==> config.mk <==
export PLATFORM = sky130hd
export DESIGN_NAME = mm_operand_feeder
export DESIGN_NICKNAME = d
export VERILOG_FILES = /design/src/rtl/mm_operand_feeder.sv
export SDC_FILE = /design/constraint.sdc
export NUM_CORES = 1
export LEC_CHECK = 0
export ABC_AREA = 1
export BUFFER_PORTS_ARGS = -buffer_cell sky130_fd_sc_hd__buf_2
export CORE_ASPECT_RATIO = 1.2
export CORE_MARGIN = 3
export CORE_UTILIZATION = 59
export DETAILED_ROUTE_END_ITERATION = 16
export GPL_ROUTABILITY_DRIVEN = 0
export HOLD_SLACK_MARGIN = 0.15
export PLACE_DENSITY = 0.8
export SLEW_MARGIN = 20
export SYNTH_ARGS = -nofsm -noshare
export SYNTH_HDL_FRONTEND = slang
export SYNTH_SLANG_ARGS = --single-unit
==> constraint.sdc <==
create_clock -name clk -period 3.2 [get_ports clk]
set_input_delay 0.16 -clock clk [delete_from_list [all_inputs] [get_ports clk]]
set_output_delay 0.16 -clock clk [all_outputs]
set_load 0.01 [all_outputs]
==> src/rtl/mm_operand_feeder.sv <==
// Operand feeder for the sum-stationary array: buffers full A and B matrices
// from row writes, then streams one A column and one B row per accepted transfer.
module mm_operand_feeder #(
  parameter int unsigned DATA_WIDTH = 8,
  parameter int unsigned N          = 4,
  parameter int unsigned IDX_BITS   = $clog2(N + 1)
) (
  input  logic                  clk,
  input  logic                  reset,
  input  logic                  load_valid_i,
  input  logic                  load_is_b_i,
  input  logic [DATA_WIDTH-1:0] load_row_i [N-1:0],
  output logic                  load_ready_o,
  output logic                  a_input_valid_o,
  output logic                  b_input_valid_o,
  output logic [DATA_WIDTH-1:0] a_data_o [N-1:0],
  output logic [DATA_WIDTH-1:0] b_data_o [N-1:0],
  output logic                  last_o,
  input  logic                  input_ready_i,
  output logic                  busy_o
);

  localparam int unsigned AW = (N > 1) ? $clog2(N) : 1;

  localparam logic [0:0] ST_LOAD   = 1'b0;
  localparam logic [0:0] ST_STREAM = 1'b1;

  localparam logic [IDX_BITS-1:0] CNT_FULL = IDX_BITS'(N);
  localparam logic [IDX_BITS-1:0] K_LAST   = IDX_BITS'(N - 1);

  logic [0:0]          state_q, state_d;
  logic [IDX_BITS-1:0] a_cnt_q, a_cnt_d;
  logic [IDX_BITS-1:0] b_cnt_q, b_cnt_d;
  logic [IDX_BITS-1:0] k_q, k_d;

  logic [DATA_WIDTH-1:0] a_mem_q [N-1:0][N-1:0];
  logic [DATA_WIDTH-1:0] b_mem_q [N-1:0][N-1:0];

  logic          a_wr_en, b_wr_en;
  logic [AW-1:0] a_wr_idx, b_wr_idx, k_idx;

  assign a_wr_idx = AW'(a_cnt_q);
  assign b_wr_idx = AW'(b_cnt_q);
  assign k_idx    = AW'(k_q);

  // State and counter registers
  always_ff @(posedge clk) begin
    if (reset) begin
      state_q <= ST_LOAD;
      a_cnt_q <= '0;
      b_cnt_q <= '0;
      k_q     <= '0;
    end else begin
      state_q <= state_d;
      a_cnt_q <= a_cnt_d;
      b_cnt_q <= b_cnt_d;
      k_q     <= k_d;
    end
  end

  // Operand buffers are not reset; counters gate what is considered loaded
  always_ff @(posedge clk) begin
    if (a_wr_en) a_mem_q[a_wr_idx] <= load_row_i;
    if (b_wr_en) b_mem_q[b_wr_idx] <= load_row_i;
  end

  // Next-state and output logic
  always_comb begin
    state_d         = state_q;
    a_cnt_d         = a_cnt_q;
    b_cnt_d         = b_cnt_q;
    k_d             = k_q;
    a_wr_en         = 1'b0;
    b_wr_en         = 1'b0;
    load_ready_o    = 1'b0;
    a_input_valid_o = 1'b0;
    b_input_valid_o = 1'b0;
    last_o          = 1'b0;
    busy_o          = 1'b0;
    for (int i = 0; i < N; i++) begin
      a_data_o[i] = '0;
      b_data_o[i] = '0;
    end

    if (reset) begin
      state_d = ST_LOAD;
      a_cnt_d = '0;
      b_cnt_d = '0;
      k_d     = '0;
    end else begin
      case (state_q)
        ST_LOAD: begin
          load_ready_o = load_is_b_i ? (b_cnt_q < CNT_FULL) : (a_cnt_q < CNT_FULL);
          if (load_valid_i && load_ready_o) begin
            if (load_is_b_i) begin
              b_wr_en = 1'b1;
              b_cnt_d = b_cnt_q + IDX_BITS'(1);
            end else begin
              a_wr_en = 1'b1;
              a_cnt_d = a_cnt_q + IDX_BITS'(1);
            end
          end
          if (a_cnt_d == CNT_FULL && b_cnt_d == CNT_FULL) state_d = ST_STREAM;
        end
        ST_STREAM: begin
          // Valid is unconditional so the array's ready cannot loop back into it
          a_input_valid_o = 1'b1;
          b_input_valid_o = 1'b1;
          busy_o          = 1'b1;
          last_o          = (k_q == K_LAST);
          for (int i = 0; i < N; i++) begin
            a_data_o[i] = a_mem_q[i][k_idx];
            b_data_o[i] = b_mem_q[k_idx][i];
          end
          if (input_ready_i) begin
            if (k_q == K_LAST) begin
              state_d = ST_LOAD;
              a_cnt_d = '0;
              b_cnt_d = '0;
              k_d     = '0;
            end else begin
              k_d = k_q + IDX_BITS'(1);
            end
          end
        end
        default: state_d = ST_LOAD;
      endcase
    end
  end

endmodule

==> results of run 1 <==
==> flip-flops by register name (all words and copies together), names as in the netlist, named ones only <==
signal   cells
a_mem_q    128
k_q          3
b_mem_q    128
b_cnt_q      3
state_q      1
a_cnt_q      3
==> worst max path at each step <==
| stage | end | slack [ns] | from | cells after the start |
|---|---|---|---|---|
| final | a_data_o[1] | 0.43 | k_q[1] | 5 |
| after global placement | a_mem_q[0][13] | 1.12 | state_q | 5 |
| after CTS | b_data_o[0] | 0.66 | flop | 4 |
| after detailed placement | a_mem_q[3][13] | 1.05 | state_q | 5 |
| after global routing | a_data_o[6] | 0.21 | k_q[1] | 5 |
| after floorplan | a_mem_q[0][0] | 0.47 | state_q | 5 |
==> kinds of logic after synthesis <==
logic type               after synthesis  share of synthesized area, %
buffers and inverters                 81                         3.546
AND/OR/NAND/NOR                      307                         11.17
flip-flops                           268                         74.40
adder cells (fa/ha/maj)                9                         1.057
AO/OA/AOI/OAI                        205                         9.829
==> power groups by stage <==
stage	clock network [uW]	registers, uW	logic, uW
global route	3010	3930	292
floorplan	0	4000	104
detailed placement	0	4000	225
finish	2810	3930	264
CTS	2840	3930	261
global placement	0	4000	218
==> stage by stage <==
step	hold WS (ns)	util (%)	worst slack, ns	power (uW)
floorplan	0.2589	-	0.4703	4104
global placement	0.4459	64.40	1.117	4216
CTS	0.4509	70.85	0.6568	7024
global route	0.4742	70.85	0.2104	7232
detailed placement	0.4470	64.40	1.051	4227
finish	0.4673	70.85	0.4282	7002
==> area by class of cell <==
type                            count  share of cell area, %
Clock inverter                      8                 0.7308
Sequential cell                   268                  63.45
Inverter                           31                 0.9310
Tap cell                          220                  2.202
Multi-Input combinational cell    521                  19.28
Clock buffer                       36                  5.496
Timing Repair Buffer              153                  7.909
==> routing by layer <==
metal / GRT usage [%] / vias to the layer above / routed length [um]
met2: 40.54 / 394 / 12070
met3: 3.565 / 67 / 2063
met4: 8.004 / 0 / 753
met1: 34.26 / 3402 / 9203
met5: 0 / - / 0
li1: - / 3303 / -
==> cell usage after synthesis <==
library cell  instances  area, um^2
nor2_4                1       11.26
buf_2                20       100.1
nor2_2                2       12.51
nor2_1              267        1002
a21oi_2               1       8.760
buf_4                11       82.58
o32ai_1               2       17.52
inv_1                25       93.84
nand2_2               3       18.77
nand3_1              12       60.06
nand2_1              21       78.83
ha_1                  9       112.6
a21oi_1              70       350.3
clkbuf_1             17       63.81
a211oi_2              1       12.51
o21ai_1              50       250.2
a211oi_1              1       7.510
o21ai_0              80       400.4
nand4_1               1       6.260
buf_6                 1       11.26
inv_2                 6       22.52
edfxtp_1            256        7687
buf_1                 1       3.750
dfxtp_1              12       240.2
==> worst max-delay path, delay by kind of cell, from the launching register on <==
family	cells	cell delay [ns]
compound gates	2	0.38
buf+inv	2	0.99
simple gates	1	0.38
flops	1	0.35
==> repair_timing <==
item,in CTS,in global routing
hold buffers,36,0
resized for setup,0,0
endpoints found under the hold margin,268,0
==> results.sh, run 1 <==
export IMPL_synth_cell_types=24
export IMPL_drv_cap=0
export IMPL_tightest_slew_ns=1.029
export IMPL_rsz0062_at_grt="no"
export IMPL_grt_pass1_wl_um=37510
export IMPL_p_leak_uw=0.004561
export IMPL_ant_nets=0
export IMPL_dieHeight_um=153.2
export IMPL_critical_path_class="reg -> out"
export IMPL_ys_seq_area_share_pct=74.40
export IMPL_final_cell_mix="nor2_1 (259), edfxtp_1 (256), buf_2 (105), o21ai_0 (80), a21oi_1 (70)"
export IMPL_drt_iter0_drc=814
export IMPL_drt_pass1_iterations=5
export IMPL_track_usage_pct=24.65
export IMPL_initial_core_util_pct=60.41
export IMPL_worst_setup_path_start_kind="flop"
export IMPL_nFillCells=1159
export IMPL_dp_cells=1157
export IMPL_syn_to_final_growth_pct=17.30
export IMPL_clock_latency_ns=0.51
export IMPL_cts_buffer_depth=3
export IMPL_power_switching_uw=1366
export IMPL_r2r_end="a_mem_q[3][5]"
export IMPL_synth_avg_cell_area_um2=12.25
export IMPL_r2r_setup_slack_ns=1.03
export IMPL_p_clk_share_pct=40.2
export IMPL_tns_ns=0
export IMPL_grt_max_degree=68
export IMPL_antenna_found_initial=0
export IMPL_intPower_uw=5636
export IMPL_finalNetCount=1045
export IMPL_synth_fp_nets=916
export IMPL_cts_setup_buffers=0
export IMPL_cpMaxStageDelayCell="clkinv_1"
export IMPL_slew_headroom_pct=30.95
export IMPL_fp_dieW_um=128.7
export IMPL_wl_per_cell_um=19.47
export IMPL_grt_ovfl_total=0
export IMPL_finalCriticalPeriod_ns=2.772
export IMPL_multi_input_area_um2=2410
export IMPL_boundaryPins=106
export IMPL_swShare_pct=19.51
export IMPL_wirelength_um=24090
export IMPL_post_route_period_util_pct=86.62
export IMPL_outcome="complete, no violations"
export IMPL_instances_no_fill=1237
export IMPL_synthesis_area_um2=10660
export IMPL_arrival_ns=2.61
export IMPL_synthCells=870
export IMPL_ff2ff_path_depth=5
export IMPL_row_count=53
export IMPL_drc_errors=0
export IMPL_final_layout_size_suffix_gt1_share_pct=17.01
export IMPL_antenna_diode_count=0
export IMPL_worstHoldPathCells=2
export IMPL_place_area_um2=11360
export IMPL_cpPeakStageDelay_ns=0.80
export IMPL_peakVddDrop_mv=0.4446
export IMPL_core_area_um2=17640
export IMPL_num_vias=7166
export IMPL_final_common_cell="nor2_1"
export IMPL_endpoint_kind="primary output"
export IMPL_power_density_nw_per_um2=560.2
export IMPL_cts_sinks=268
export IMPL_combPwrFrac_pct=3.8
export IMPL_fin_skew_ns=0.01212
export IMPL_path_clk_slew_ns=0.06
export IMPL_dp_final_hpwl_um=14180
export IMPL_ys_seq_elements=268
export IMPL_hp_class="reg -> reg"
export IMPL_htreeDepth=1
export IMPL_final_area_um2=12500
export IMPL_finalHoldViolations=0
export IMPL_max_freq_mhz=360.8
export IMPL_io_buffers=105
export IMPL_p_seq_share_pct=56.1
export IMPL_min_from="k_q[2]"
export IMPL_ys_warn_count=0
export IMPL_register_area_um2=7930
export IMPL_cts_tree="yes"
export IMPL_slew_violations=0
export IMPL_worstPathRequired_ns=3.04
export IMPL_r2r_start="state_q"
export IMPL_numCtsBuffers=24
export IMPL_setup_viol=0
export IMPL_cts_root_buffer_cell="clkbuf_16"
export IMPL_first_global_vias=6853
export IMPL_hold_end="k_q[2]"
export IMPL_die_area_um2=19710
export IMPL_crit_path_max_fanout=32
export IMPL_path_cells="clkinv_1 > nor2_1 > o21ai_1 > a21oi_1 > buf_2"
export IMPL_avgViaCountPerCell=5.793
(Power assumes the default switching activity.)
==> inputs of run 2 (changes only) <==
Settings changed: CORE_UTILIZATION 59 to 42, PLACE_DENSITY 0.8 to not set.
==> results.sh, run 2 (synthesized netlist as in run 1, its figures left out) <==
export IMPL_outcome="complete, no violations"
export IMPL_initial_core_util_pct=42.91
export IMPL_crit_path_max_fanout=67
export IMPL_power_density_nw_per_um2=574.2
export IMPL_tightest_slew_ns=0.7803
export IMPL_endpoint_kind="primary output"
export IMPL_layout_setup_ws_ns=0.6663
export IMPL_numCtsBuffers=27
export IMPL_antenna_found_initial=0
export IMPL_cts_buffer_depth=3
export IMPL_cts_sinks=268
export IMPL_p_leak_uw=0.004680
export IMPL_finalCriticalPeriod_ns=2.534
export IMPL_avgViaCountPerCell=5.073
export IMPL_cts_root_buffer_cell="clkbuf_16"
export IMPL_final_cell_mix="nor2_1 (259), edfxtp_1 (256), buf_2 (105), o21ai_0 (80), a21oi_1 (70)"
export IMPL_pre_cts_slack_ns=1.215
export IMPL_drc_errors=0
export IMPL_max_freq_mhz=394.7
export IMPL_worst_setup_path_start_kind="flop"
export IMPL_worstPathRequired_ns=3.04
export IMPL_htreeDepth=1
export IMPL_cts_tree="yes"
export IMPL_tns_ns=0
export IMPL_instances_no_fill=1356
export IMPL_ant_nets=0
export IMPL_critical_path_class="reg -> out"
export IMPL_num_vias=6879
export IMPL_rsz0062_at_grt="no"
export IMPL_grt_max_degree=68
export IMPL_die_area_um2=27320
export IMPL_reg_top3="a_mem_q: 128 flops, b_mem_q: 128 flops"
export IMPL_peakVddDrop_mv=0.4777
export IMPL_fp_dieW_um=151.4
export IMPL_slew_headroom_pct=47.98
export IMPL_nFillCells=2154
export IMPL_drv_cap=0
export IMPL_path_clk_slew_ns=0.06
export IMPL_row_count=63
export IMPL_antenna_diode_count=0
export IMPL_dp_final_hpwl_um=15080
export IMPL_clock_latency_ns=0.53
export IMPL_syn_to_final_growth_pct=20.66
export IMPL_finalNetCount=1057
export IMPL_slew_violations=0
export IMPL_wl_per_cell_um=18.52
export IMPL_final_common_cell="nor2_1"
export IMPL_track_usage_pct=18.53
export IMPL_io_buffers=105
export IMPL_final_layout_size_suffix_gt1_share_pct=18.04
export IMPL_hp_class="reg -> reg"
export IMPL_drt_pass1_iterations=5
export IMPL_dieHeight_um=180.5
export IMPL_first_global_vias=6688
export IMPL_drt_iter0_drc=525
export IMPL_grt_ovfl_total=0
export IMPL_finalCoreUtilization_pct=51.78
export IMPL_setup_viol=0
export IMPL_boundaryPins=106
export IMPL_core_area_um2=24830
export IMPL_arrival_ns=2.37
export IMPL_grt_pass1_wl_um=38920
export IMPL_dp_cells=1268
export IMPL_wirelength_um=25120
export IMPL_fin_skew_ns=0.01884
export IMPL_post_cts_resize_count=0
export IMPL_post_route_period_util_pct=79.18
export IMPL_finalHoldViolations=0
[run 2: layout make-up]
type	instances	area, um^2	share of cell area (%)
clock buffers	30	686.9	5.343
multi-input cells	521	2410	18.74
flip-flops and latches	268	7930	61.68
well taps	325	406.6	3.163
inverters	31	116.4	0.9051
clock inverters	19	217.7	1.693
repair buffers	162	1089	8.467
[run 2: final timing paths]
| check | start | to | slack (ns) | cells past startpoint |
|---|---|---|---|---|
| worst max register to register | k_q[0] | state_q | 0.87 | 6 |
| worst min register to register | k_q[2] | k_q[2] | 0.46 | 2 |
| worst max-delay path | k_q[0] | a_data_o[14] | 0.67 | 6 |
| worst min-delay path | k_q[2] | k_q[2] | 0.46 | 2 |
[run 2: worst max-delay path, cell delays in order (launching register included)]
cell and delay [ns]:
dfxtp_2 0.33, buf_4 0.59, nor2_1 0.13, nor2_1 0.13, o21ai_0 0.10, a21oi_1 0.31
buf_2 0.20
[run 2: routing by layer]
| metal | vias up | share of wire, % | global-route usage [%] | wire length (um) |
|---|---|---|---|---|
| met3 | 28 | 5.4 | 2.742 | 1359 |
| met4 | 0 | 2.4 | 5.225 | 598 |
| li1 | 3332 | - | - | - |
| met2 | 181 | 50 | 30.98 | 12590 |
| met1 | 3338 | 42 | 25.22 | 10570 |
| met5 | - | 0 | 0 | 0 |
[run 2: repair_timing]
action                                  CTS  global route
endpoints found under the hold margin   268             0
setup buffers                             0             0
hold buffers                             39             0
endpoints found under the setup margin    0             0
[run 2: stage by stage]
stage / cell area, um^2 / total power (uW) / hold slack [ns]
2_1_floorplan: 10660 / 4104 / 0.2589
3_3_place_gp: 11560 / 4229 / 0.4542
3_5_place_dp: 11560 / 4233 / 0.4473
4_1_cts: 12860 / 7448 / 0.4585
5_1_grt: 12860 / 7619 / 0.4713
6_report: 12860 / 7382 / 0.4584
[run 2: where the power goes]
| part | internal, uW | total [uW] | switching [uW] |
|---|---|---|---|
| sequential | 3910 | 3930 | 20.0 |
| combinational | 90.1 | 266 | 176 |
| clock | 1940 | 3190 | 1250 |
==> inputs of run 3 (changes only) <==
Clock period 3.2 ns to 2.1 ns, I/O delays scaled along.
==> results.sh, run 3 (synthesized netlist as in run 1, its figures left out) <==
export IMPL_outcome="complete, no violations"
export IMPL_final_cell_mix="nor2_1 (258), edfxtp_1 (256), buf_2 (104), o21ai_0 (79), a21oi_1 (65)"
export IMPL_hold_worst_slack_ns=0.4101
export IMPL_htreeDepth=1
export IMPL_finalCriticalPeriod_ns=2.037
export IMPL_drt_pass1_iterations=5
export IMPL_hp_class="in -> reg"
export IMPL_grt_pass1_wl_um=38540
export IMPL_peakVddDrop_mv=0.5209
export IMPL_track_usage_pct=18.26
export IMPL_instances_no_fill=1370
export IMPL_row_count=63
export IMPL_critical_path_class="in -> reg"
export IMPL_fin_skew_ns=0.01567
export IMPL_wirelength_um=25350
export IMPL_reg_top3="a_mem_q: 128 flops, b_mem_q: 128 flops"
export IMPL_first_global_vias=6961
export IMPL_grt_ovfl_total=0
export IMPL_slew_violations=0
export IMPL_cts_buffer_depth=3
export IMPL_die_area_um2=27320
export IMPL_ant_nets=0
export IMPL_final_layout_size_suffix_gt1_share_pct=19.62
export IMPL_finalCoreUtilization_pct=52.60
export IMPL_dp_final_hpwl_um=15960
export IMPL_path_clk_slew_ns=0.06
export IMPL_rsz0062_at_grt="yes"
export IMPL_syn_to_final_growth_pct=22.58
export IMPL_worst_setup_path_start_kind="input pin"
export IMPL_grt_max_degree=39
export IMPL_endpoint_kind="flop"
export IMPL_antenna_diode_count=0
export IMPL_finalHoldViolations=0
export IMPL_avgViaCountPerCell=5.113
export IMPL_drv_cap=0
export IMPL_tightest_slew_ns=0.4730
export IMPL_cts_root_buffer_cell="clkbuf_16"
export IMPL_boundaryPins=106
export IMPL_finalNetCount=1071
export IMPL_drc_errors=0
export IMPL_antenna_found_initial=1
export IMPL_initial_core_util_pct=42.91
export IMPL_clock_latency_ns=0.53
export IMPL_dieHeight_um=180.5
export IMPL_core_area_um2=24830
export IMPL_final_common_cell="nor2_1"
export IMPL_drt_iter0_drc=571
export IMPL_fp_dieW_um=151.4
export IMPL_post_route_period_util_pct=97.00
export IMPL_nFillCells=2166
export IMPL_power_density_nw_per_um2=837.4
export IMPL_arrival_ns=2.45
export IMPL_dp_cells=1279
export IMPL_cts_tree="yes"
export IMPL_slew_headroom_pct=68.38
export IMPL_cts_sinks=268
export IMPL_max_freq_mhz=490.9
export IMPL_setup_viol=0
export IMPL_num_vias=7005
export IMPL_numCtsBuffers=26
export IMPL_p_leak_uw=0.004743
export IMPL_crit_path_max_fanout=7
export IMPL_worstPathRequired_ns=2.51
export IMPL_io_buffers=105
export IMPL_wl_per_cell_um=18.50
## run 3: cell count changes in the layout (fill, tap and decap cells not counted), sizes merged
cell      previous run  this run
clkinvlp             0         3
buf                123       137
inv                 32        30
bufinv               5         2
clkinv              13         7
clkbuf              30        38
## run 3: worst max-delay path, stage by stage
cell and delay, ns:
dlygate4sd3_1 0.54, buf_2 0.18, nor2_4 0.15, dlygate4sd3_1 0.56, nand3_1 0.08, nand2_2 0.10, nor2_2 0.05, nand3_1 0.08
a21oi_2 0.05, dlygate4sd3_1 0.56
## run 3: where the power goes
group / switching [uW] / leakage, uW / internal (uW) / total, uW
combinational: 276 / 0.00193 / 148 / 425
sequential: 31.1 / 0.00241 / 5950 / 5980
clock: 1890 / 0.000396 / 2640 / 4530
total: 2200 / 0.00474 / 8740 / 10900
## run 3: worst paths after layout
kind	slack [ns]	cells past startpoint	from	to
worst max-delay path	0.06	10	load_is_b_i	state_q
worst min-delay path	0.41	2	load_row_i[9]	b_mem_q[1][9]
worst max register to register	0.15	6	k_q[1]	state_q
worst min register to register	0.46	2	k_q[2]	k_q[2]
## run 3: stage by stage
step | power, uW | setup TNS, ns | cell area, um^2 | setup slack, ns
detailed placement | 6459 | 0 | 11730 | 0.3825
floorplan | 6258 | -34.07 | 10690 | -0.2716
CTS | 11030 | -0.5054 | 12990 | -0.05512
finish | 10940 | 0 | 13060 | 0.06298
global placement | 6448 | 0 | 11730 | 0.4260
global route | 11280 | -0.03330 | 13060 | -0.02034
## run 3: final cells by class
type,instances,area (um^2),share of cell area [%]
inverter,31,130.1,0.9963
timing repair inverter,1,7.507,0.05748
sequential,268,7940,60.79
timing repair buffer,176,1311,10.04
clock inverter,10,100.1,0.7664
multi-input combinational,521,2439,18.67
tap,325,406.6,3.113
clock buffer,38,726.9,5.566
## run 3: timing repair
item,4_1_cts,5_1_grt
hold endpoints to repair,268,0
hold buffers,39,0
setup endpoints to repair,24,59
pin swaps,1,4
gates cloned,1,1
setup buffers,0,2
resized for setup,4,23
## run 3: metal layers
| layer | vias to the layer above | track usage [%] | share of wire [%] |
|---|---|---|---|
| met5 | - | 0 | 0 |
| met3 | 24 | 2.616 | 5.6 |
| met1 | 3431 | 23.97 | 41 |
| met4 | 0 | 3.955 | 1.4 |
| li1 | 3367 | - | - |
| met2 | 183 | 32.11 | 52 |
